===== config.mk =====
export PLATFORM = sky130hd
export DESIGN_NAME = uart_rx_flat
export DESIGN_NICKNAME = d
export VERILOG_FILES = /design/src/rtl/uart_rx_if.sv /design/src/rtl/uart_rx.sv /design/src/flat_wrapper.sv
export SDC_FILE = /design/constraint.sdc
export NUM_CORES = 1
export LEC_CHECK = 0
export CELL_PAD_IN_SITES_DETAIL_PLACEMENT = 0
export CELL_PAD_IN_SITES_GLOBAL_PLACEMENT = 1
export CORE_UTILIZATION = 45
export CTS_BUF_LIST = sky130_fd_sc_hd__clkbuf_8
export DETAILED_ROUTE_END_ITERATION = 12
export DONT_BUFFER_PORTS = 1
export PLACE_DENSITY_LB_ADDON = 0.1
export REMOVE_ABC_BUFFERS = 1
export SLEW_MARGIN = 0
export SYNTH_ARGS = -nofsm -noshare
export SYNTH_HDL_FRONTEND = slang
export SYNTH_SLANG_ARGS = --single-unit

===== constraint.sdc =====
create_clock -name clk -period 1.7 [get_ports clk]
set_input_delay 0.085 -clock clk [delete_from_list [all_inputs] [get_ports clk]]
set_output_delay 0.085 -clock clk [all_outputs]
set_load 0.02 [all_outputs]

===== src/rtl/uart_rx_if.sv =====
// Received-byte stream between the UART receiver and its consumer.
// The master side (receiver) drives byte and valid; the slave side drives ready.
// A byte transfers on any clk edge where valid and ready are both high.
interface uart_rx_if;
  logic [7:0] rx_d_o;
  logic       rx_d_valid_o;
  logic       rx_d_ready_i;

  modport master (output rx_d_o, output rx_d_valid_o, input rx_d_ready_i);
  modport slave  (input rx_d_o, input rx_d_valid_o, output rx_d_ready_i);
endinterface


===== src/rtl/uart_rx.sv =====
// Oversampling UART receiver (8 data bits, optional even parity via UART_RX_PARITY_EN).
// Latency: byte valid the clk after the stop-bit sample tick; 1-entry holding register.
// Backpressure: rts_n_o high while holding register full; a byte completing into a full register is dropped (overrun).
module uart_rx #(
  parameter int OVERSAMPLE = 16
) (
  input  logic        clk,
  input  logic        rst,
  input  logic        tick_i,
  input  logic        rx_enable_i,
  input  logic        rx_i,
  output logic        rts_n_o,
  input  logic        clear_err_i,
  output logic [2:0]  rx_status_o,
  uart_rx_if.master   rx_d_if
);

  localparam int TW = $clog2(OVERSAMPLE);
  localparam logic [TW-1:0] HALF_M1 = TW'(OVERSAMPLE / 2 - 1);
  localparam logic [TW-1:0] FULL_M1 = TW'(OVERSAMPLE - 1);

  typedef enum logic [2:0] {
    IDLE,
    START,
    DATA,
`ifdef UART_RX_PARITY_EN
    PARITY,
`endif
    STOP,
    WAIT_IDLE
  } state_e;

  state_e          state_q, state_d;
  logic            sync1_q, sync1_d, sync2_q, sync2_d;
  logic [TW-1:0]   tick_cnt_q, tick_cnt_d;
  logic [2:0]      bit_cnt_q, bit_cnt_d;
  logic [7:0]      shift_q, shift_d;
  logic            hold_vld_q, hold_vld_d;
  logic [7:0]      hold_dat_q, hold_dat_d;
  logic            rts_n_q, rts_n_d;
  logic [2:0]      status_q, status_d;
`ifdef UART_RX_PARITY_EN
  logic            par_err_q, par_err_d;
`endif

  logic rx_s;
  logic byte_good, frame_err_set, par_err_set, overrun_set, accept;

  assign rx_s = sync2_q;

  // Receive FSM, synchronizer, holding register, flow control and sticky status
  always_comb begin
    state_d       = state_q;
    sync1_d       = rx_i;
    sync2_d       = sync1_q;
    tick_cnt_d    = tick_cnt_q;
    bit_cnt_d     = bit_cnt_q;
    shift_d       = shift_q;
    hold_vld_d    = hold_vld_q;
    hold_dat_d    = hold_dat_q;
    byte_good     = 1'b0;
    frame_err_set = 1'b0;
    par_err_set   = 1'b0;
    overrun_set   = 1'b0;
`ifdef UART_RX_PARITY_EN
    par_err_d     = par_err_q;
`endif

    if (!rx_enable_i) begin
      // Disabling aborts any frame in flight silently; held byte is kept.
      state_d    = IDLE;
      tick_cnt_d = '0;
      bit_cnt_d  = '0;
    end else if (tick_i) begin
      case (state_q)
        IDLE: begin
          if (!rx_s) begin
            state_d    = START;
            tick_cnt_d = '0;
          end
        end
        START: begin
          // Re-check the line mid start bit to reject short glitches.
          if (tick_cnt_q == HALF_M1) begin
            tick_cnt_d = '0;
            bit_cnt_d  = '0;
            state_d    = rx_s ? IDLE : DATA;
          end else begin
            tick_cnt_d = tick_cnt_q + 1'b1;
          end
        end
        DATA: begin
          if (tick_cnt_q == FULL_M1) begin
            tick_cnt_d = '0;
            shift_d    = {rx_s, shift_q[7:1]};
            if (bit_cnt_q == 3'd7) begin
`ifdef UART_RX_PARITY_EN
              state_d = PARITY;
`else
              state_d = STOP;
`endif
            end else begin
              bit_cnt_d = bit_cnt_q + 3'd1;
            end
          end else begin
            tick_cnt_d = tick_cnt_q + 1'b1;
          end
        end
`ifdef UART_RX_PARITY_EN
        PARITY: begin
          if (tick_cnt_q == FULL_M1) begin
            tick_cnt_d  = '0;
            par_err_d   = (^shift_q) ^ rx_s;
            par_err_set = (^shift_q) ^ rx_s;
            state_d     = STOP;
          end else begin
            tick_cnt_d = tick_cnt_q + 1'b1;
          end
        end
`endif
        STOP: begin
          if (tick_cnt_q == FULL_M1) begin
            tick_cnt_d = '0;
            if (rx_s) begin
              state_d = IDLE;
`ifdef UART_RX_PARITY_EN
              byte_good = !par_err_q;
`else
              byte_good = 1'b1;
`endif
            end else begin
              frame_err_set = 1'b1;
              state_d       = WAIT_IDLE;
            end
          end else begin
            tick_cnt_d = tick_cnt_q + 1'b1;
          end
        end
        WAIT_IDLE: begin
          // Hold off re-arming until a break condition has ended.
          if (rx_s) state_d = IDLE;
        end
        default: state_d = IDLE;
      endcase
    end

    accept = hold_vld_q & rx_d_if.rx_d_ready_i;
    if (byte_good) begin
      if (!hold_vld_q || accept) begin
        hold_vld_d = 1'b1;
        hold_dat_d = shift_q;
      end else begin
        overrun_set = 1'b1;
      end
    end else if (accept) begin
      hold_vld_d = 1'b0;
    end

    rts_n_d  = !rx_enable_i || hold_vld_d;

    // Clear first so a coincident event still lands in the sticky bits.
    status_d = clear_err_i ? 3'b000 : status_q;
    status_d = status_d | {overrun_set, par_err_set, frame_err_set};
  end

  // State and datapath registers with synchronous reset
  always_ff @(posedge clk) begin
    if (rst) begin
      state_q    <= IDLE;
      sync1_q    <= 1'b1;
      sync2_q    <= 1'b1;
      tick_cnt_q <= '0;
      bit_cnt_q  <= '0;
      shift_q    <= 8'h00;
      hold_vld_q <= 1'b0;
      hold_dat_q <= 8'h00;
      rts_n_q    <= 1'b1;
      status_q   <= 3'b000;
`ifdef UART_RX_PARITY_EN
      par_err_q  <= 1'b0;
`endif
    end else begin
      state_q    <= state_d;
      sync1_q    <= sync1_d;
      sync2_q    <= sync2_d;
      tick_cnt_q <= tick_cnt_d;
      bit_cnt_q  <= bit_cnt_d;
      shift_q    <= shift_d;
      hold_vld_q <= hold_vld_d;
      hold_dat_q <= hold_dat_d;
      rts_n_q    <= rts_n_d;
      status_q   <= status_d;
`ifdef UART_RX_PARITY_EN
      par_err_q  <= par_err_d;
`endif
    end
  end

  assign rx_d_if.rx_d_o       = hold_dat_q;
  assign rx_d_if.rx_d_valid_o = hold_vld_q;
  assign rts_n_o              = rts_n_q;
  assign rx_status_o          = status_q;

endmodule


===== src/flat_wrapper.sv =====
// flat-port wrapper written by rule: the top's interface ports become plain ports
module uart_rx_flat 
#(
  parameter int OVERSAMPLE = 16
)
  (clk, rst, tick_i, rx_enable_i, rx_i, rts_n_o, clear_err_i, rx_status_o, rx_d_if_rx_d_o, rx_d_if_rx_d_valid_o, rx_d_if_rx_d_ready_i);
  uart_rx_if rx_d_if_i ();
  input  logic clk;
  input  logic rst;
  input  logic tick_i;
  input  logic rx_enable_i;
  input  logic rx_i;
  output logic rts_n_o;
  input  logic clear_err_i;
  output logic [2:0] rx_status_o;
  output wire logic [$bits(rx_d_if_i.rx_d_o)-1:0] rx_d_if_rx_d_o;
  output wire logic [$bits(rx_d_if_i.rx_d_valid_o)-1:0] rx_d_if_rx_d_valid_o;
  input wire logic [$bits(rx_d_if_i.rx_d_ready_i)-1:0] rx_d_if_rx_d_ready_i;
  assign rx_d_if_rx_d_o = rx_d_if_i.rx_d_o;
  assign rx_d_if_rx_d_valid_o = rx_d_if_i.rx_d_valid_o;
  assign rx_d_if_i.rx_d_ready_i = rx_d_if_rx_d_ready_i;
  uart_rx #(.OVERSAMPLE(OVERSAMPLE)) u_core (.clk(clk), .rst(rst), .tick_i(tick_i), .rx_enable_i(rx_enable_i), .rx_i(rx_i), .rts_n_o(rts_n_o), .clear_err_i(clear_err_i), .rx_status_o(rx_status_o), .rx_d_if(rx_d_if_i));
endmodule

==> impl_metrics.toml, run 1 <==
[setup_path]
r2r_slack_ns = -0.004
cp_max_fo = 3
cp-end-kind = "flop"
setup.worst_path.start_class = "flop"
crit_type = "flop to flop"
crit_end = "u_core.state_q[2]"
timing.rr.end = "u_core.state_q[2]"
ff2ff_path_depth = 6
arrival_ns = 1.87
worstPathRequired_ns = 1.87
worstReg2RegStart = "u_core.bit_cnt_q[1]"
cp-startpoint = "u_core.bit_cnt_q[1]"

[clock_network]
clk_path_buf_depth = 2
path_clk_slew_ns = 0.06
cts_tree = "yes"
cts_root_buf = "clkbuf_8"
numCtsBuffers = 5
htreeDepth = 2
clkLatencyLatePin_ns = 0.28
cts_setup_buffers = 0
cts_num_sinks = 32

[power_and_ir_drop]
vdd_drop_max_mv = 0.647
p_sw_uw = 300
clkPwrFrac_pct = 49.2
power_density_nw_per_um2 = 905
switching_share_pct = 18.8
seqPwrFrac_pct = 47.8
leakagePower_nw = 0.760
power_mw = 1.59
p_int_mw = 1.29
p_comb_share_pct = 3.0

[logic_synthesis]
synth-simple-area-share_pct = 24.2
netlist-cell-type-count = 43
synth_compound_area_share_pct = 11.5
synth_fa_ha_area_share_pct = 2.61
synth_top_family_by_area = "simple AND/OR/NAND/NOR gates"
synth_area_per_cell_um2 = 9.86
synth_edf_count = 0
ys_seq_elements = 32
synth-xor-area-share_pct = 1.22
ys.flop_type = "dfxtp_1"
synthArstFlopShare_pct = 0
ys_seq_area_share_pct = 44.5
synth_warnings = 0
netlist_area_um2 = 1440
muxShareOfSynthArea_pct = 11.1
syn_inst = 146

[final_layout]
drive_gt1_share_pct = 24.2
final_cell_mix = "30 x dfxtp_1, 22 x nor2_1, 16 x mux2i_1, 13 x buf_4"
layout_commonest_cell = "dfxtp_1"
antenna-diode-count = 0
area_growth_pct = 22.2
fin_cells = 205
num-fill-cells = 293
layout.nets = 170

[sta]
finalCritPeriodShare_pct = 100
finalSetupViolations = 1
layout_setup_ws_ns = -0.00400
clock.fmax_mhz = 587
skew_ns = 0.00338
report.final.slew_viol_count = 0
hold_viol_final = 0
worst_pin_slew_ns = 0.721
max-slew-margin-rel_pct = 51.8
setup-tns-final_ns = -0.00400
period_minus_slack_ns = 1.70
rsz0062_at_grt = "true"

[run_status]
violations = "negative setup slack"
outcome = "finished, violations left"

[grt]
grt_use_total_pct = 18.5
grt_pass1_vias = 1064
grt_max_degree = 23
grt_pass1_wl_um = 4710
overflow = 0
antenna_found_initial = 0

[die]
core.rowCount = 20
core_area_um2 = 3050
die_w_um = 58.6
pin_count = 20
die_h_um = 58.6
initial_utilization_pct = 47.2
die_area_um2 = 3430

[drt]
final_antenna_net_count = 0
first_pass_iters = 4
drc = 0
drt_iter0_markers = 52
vias_per_cell = 5.20
wl_um = 2700
wl_per_cell_um = 13.2
vias = 1065

[placement]
place_hpwl_um = 1980
port_buffers = 0
gp_congestion = 0.821
dp_cells = 194
pre_cts_slack_ns = -0.100

[hold_path]
min_path_type = "input port to flop"

[job]
drv_cap = 0
==> through the flow <==
stage	instance area (um^2)	utilization, %	hold WS, ns
2_1_floorplan	1380	-	0.154
3_3_place_gp	1550	50.8	0.158
3_5_place_dp	1550	50.8	0.162
4_1_cts	1760	57.6	0.0126
5_1_grt	1760	57.6	0.0290
6_report	1760	57.6	0.0244
==> flip-flops by register name (all words and copies together), names as in the netlist <==
name	flops
u_core.rx_s	1
u_core.state_q	3
u_core.bit_cnt_q	3
u_core.shift_q	8
u_core.sync1_q	1
u_core.rx_d_if.rx_d_valid_o	1
u_core.rx_status_o	2
u_core.tick_cnt_q	4
u_core.rts_n_o	1
u_core.rx_d_if.rx_d_o	8
==> Yosys cell counts (all sizes together) (2+ instances only) <==
| cell | count | share of area [%] |
|---|---|---|
| dfxtp | 32 | 44 |
| nor2 | 23 | 6.0 |
| mux2i | 16 | 11 |
| buf | 7 | 3.6 |
| nand2 | 7 | 1.8 |
| a21oi | 5 | 1.7 |
| nand3 | 5 | 2.1 |
| nand2b | 4 | 1.7 |
| nor3b | 4 | 3.2 |
| clkbuf | 3 | 0.78 |
| ha | 3 | 2.6 |
| nor2b | 3 | 1.3 |
| a22oi | 2 | 1.0 |
| a31oi | 2 | 0.87 |
| a32o | 2 | 1.4 |
| and4b | 2 | 1.4 |
| nor3 | 2 | 0.70 |
| o2111ai | 2 | 1.2 |
| o21ai | 2 | 0.96 |
| or2 | 2 | 0.87 |
| xnor2 | 2 | 1.2 |
==> power by group through the flow <==
stage / logic [mW] / registers [mW] / clock network [mW]
2_1_floorplan: 0.0229 / 0.777 / 0
3_3_place_gp: 0.0321 / 0.778 / 0
3_5_place_dp: 0.0331 / 0.778 / 0
4_1_cts: 0.0483 / 0.761 / 0.804
5_1_grt: 0.0523 / 0.762 / 0.843
6_report: 0.0477 / 0.761 / 0.783
==> how the worst min path moves through the flow <==
stage,cells past startpoint,slack (ns),from,end
2_1_floorplan,1,0.15,rst,u_core.rx_d_if.rx_d_valid_o
3_3_place_gp,1,0.16,rst,u_core.rx_d_if.rx_d_valid_o
3_5_place_dp,1,0.16,rst,u_core.rx_status_o[2]
4_1_cts,3,0.01,clear_err_i,u_core.rx_status_o[0]
5_1_grt,3,0.03,clear_err_i,u_core.rx_status_o[0]
6_report,3,0.02,clear_err_i,u_core.rx_status_o[0]
==> final cells by class <==
class	instances	area [um^2]	area share [%]
timing repair buffer	17	148	8.39
clock inverter	1	30.0	1.71
tap	44	55.1	3.13
multi-input combinational	103	783	44.5
sequential	32	643	36.6
inverter	1	3.75	0.213
clock buffer	7	96.3	5.48
==> what timing repair did <==
item / 4_1_cts / 5_1_grt
pin swaps: 5 / 5
setup endpoints to repair: 3 / 12
hold buffers: 3 / 0
endpoints found under the hold margin: 22 / 0
resized for setup: 10 / 1
==> critical path: stages, from the launching register on <==
cell and delay [ns]:
dfxtp_2 0.34, ha_4 0.16, ha_4 0.14, or4b_4 0.49
o311ai_4 0.11, nor2_2 0.08, o221a_2 0.28
==> metal layers <==
layer  routed length [um]  GRT usage, %  part of all wire [%]
met5                    0             0                     0
met4                    8          7.48                  0.30
met3                  120          6.15                   4.4
met2                 1350          29.9                    50
met1                 1220          22.9                    45
==> cell families after synthesis <==
logic type	count (synthesis)
simple gates	59
flops	32
compound gates	22
mux	16
buf+inv	11
fa+ha+maj	3
xor+xnor	2
other cells	1
(Power assumes the default switching activity.)
==> inputs of run 2 (changes only) <==
CORE_UTILIZATION = 50   (was 45)
clock period = 1.6 ns   (was 1.7 ns; I/O delays follow)
==> run 2 against run 1 <==
  * The run still ends with negative setup slack left
  * Maximum frequency rose by 1.3%
  * Wire length rose by 3.2%
  * Clock power fell by 28%
  * First-iteration DRC count fell by 46%
  * Die area fell by 9.7%
  * Sequential power rose by 6.0%
  * Register-to-register slack got worse by 0.08 ns
  * Final cell count fell by 5.9%
  * Worst hold slack got worse by 0.0051 ns
  * Sequential share of layout area rose by 0.79 points
  * Sequential cell count did not move
  * Highest routed layer unchanged
==> impl_metrics.toml, run 2 (synthesis gave the netlist of run 1 again) <==
[grt]
grt_pass1_wl_um = 4640
grt_max_degree = 23
grt_pass1_vias = 1090
grt_use_total_pct = 19.7
overflow = 0
antenna_found_initial = 0

[power_and_ir_drop]
clkPwrFrac_pct = 39.5
power_mw = 1.43
p_int_mw = 1.11
switching_share_pct = 21.9
p_comb_share_pct = 3.9
p_sw_uw = 312
seqPwrFrac_pct = 56.6
vdd_drop_max_mv = 0.873
leakagePower_nw = 0.756
power_density_nw_per_um2 = 826

[placement]
port_buffers = 0
gp_congestion = 0.772
pre_cts_slack_ns = -0.200
place_hpwl_um = 1900
dp_cells = 182
placed_area_um2 = 1540

[setup_path]
slowest_delay_ns = 0.49
cp_max_fo = 3
arrival_ns = 1.86
cp-end-kind = "flop"
crit_type = "flop to flop"
timing.rr.end = "u_core.state_q[2]"
r2r_slack_ns = -0.08
crit_chain = "ha_4 > ha_4 > or4b_4 > o311ai_4 > nor2_2 > o221a_4"
worstPathRequired_ns = 1.77
worstReg2RegStart = "u_core.bit_cnt_q[1]"
setup.worst_path.start_class = "flop"
ff2ff_path_depth = 6
slowest_stage = "or4b_4"
cp_common_cell = "ha_4"

[run_status]
violations = "negative setup slack"
outcome = "finished, violations left"

[die]
die_area_um2 = 3100
core.rowCount = 19
core_area_um2 = 2730
initial_utilization_pct = 52.7
pin_count = 20
die_h_um = 55.7
die_w_um = 55.7

[drt]
drc = 0
vias_per_cell = 5.77
vias = 1113
final_antenna_net_count = 0
first_pass_iters = 4
wl_per_cell_um = 14.4
drt_iter0_markers = 28
wl_um = 2780

[final_layout]
num-fill-cells = 229
fin_cells = 193
antenna-diode-count = 0
drive_gt1_share_pct = 25.9
fin_area_um2 = 1730
final_cell_mix = "29 x dfxtp_1, 22 x nor2_1, 16 x mux2i_1, 15 x buf_4, 7 x nand2_1"
layout_commonest_cell = "dfxtp_1"
regArea_um2 = 644
layout.nets = 172
area_growth_pct = 19.8
fin_util_pct = 63.1
multiInputGateArea_um2 = 798

[clock_network]
clk_path_buf_depth = 2
cts_num_sinks = 32
clkLatencyLatePin_ns = 0.28
htreeDepth = 2
numCtsBuffers = 5
cts_root_buf = "clkbuf_8"
path_clk_slew_ns = 0.06
cts_tree = "yes"

[sta]
finalSetupViolations = 3
clock.fmax_mhz = 594
layout_setup_ws_ns = -0.0823
skew_ns = 0.00353
hold_viol_final = 0
finalCritPeriodShare_pct = 105
report.final.slew_viol_count = 0
period_minus_slack_ns = 1.68
worst_pin_slew_ns = 0.714
hold_ws_ns = 0.0193
rsz0062_at_grt = "true"
max-slew-margin-rel_pct = 52.3
setup-tns-final_ns = -0.173

[job]
drv_cap = 0

[hold_path]
whs_path_depth = 3
hold_end = "u_core.rx_status_o[0]"
min_path_type = "input port to flop"
hold_start = "clear_err_i"
run 2: changes by cell type in the layout (fill, tap and decap cells not counted), sizes merged:
cell / previous run / this run
buf: 14 / 16
bufinv: 1 / 0
clkbuf: 7 / 5
clkinv: 0 / 1
inv: 1 / 2
run 2: worst max path at each step:
stage / slack [ns] / endpoint / cells after the start / from
after CTS: -0.18 / u_core.state_q[2] / 6 / u_core.bit_cnt_q[0]
final: -0.08 / u_core.state_q[2] / 6 / u_core.bit_cnt_q[1]
after floorplan: -0.10 / u_core.state_q[2] / 6 / u_core.bit_cnt_q[0]
after global routing: -0.12 / u_core.state_q[2] / 6 / u_core.bit_cnt_q[1]
after global placement: -0.17 / u_core.state_q[2] / 6 / u_core.bit_cnt_q[0]
after detailed placement: -0.20 / u_core.state_q[2] / 6 / u_core.bit_cnt_q[0]
run 2: repair_timing:
action	4_1_cts	5_1_grt
setup endpoints to repair	4	20
buffers inserted	2	0
pin swaps	5	7
hold buffers	3	0
endpoints found under the hold margin	22	0
gates resized for setup	7	9
run 2: routing by layer:
layer / share of wire (%) / wire [um] / vias up / global-route usage, %
met5: 0 / 0 / - / 0
met4: 2.0 / 56 / 0 / 11.8
met3: 5.6 / 156 / 5 / 8.37
met2: 50 / 1390 / 21 / 29.9
met1: 42 / 1180 / 535 / 23.1
li1: - / - / 552 / -
run 2: final cells by class:
class,count,area share [%]
clock buffer,5,3.99
clock inverter,2,0.508
inverter,1,0.218
multi-input combinational,103,46.3
sequential,32,37.3
tap,31,2.25
timing repair buffer,19,9.43
run 2: power groups by stage:
stage	logic (mW)	registers (mW)	clock network, mW
2_1_floorplan	0.0244	0.825	0
3_5_place_dp	0.0370	0.825	0
3_3_place_gp	0.0366	0.824	0
6_report	0.0555	0.807	0.563
4_1_cts	0.0530	0.807	0.574
5_1_grt	0.0619	0.807	0.598
run 2: critical path, delay by kind of cell (launching register included):
family | cells | cell delay [ns]
adders and majority gates | 2 | 0.31
AOI/OAI and AO/OA | 2 | 0.35
and+or+nand+nor | 2 | 0.58
DFF | 1 | 0.34
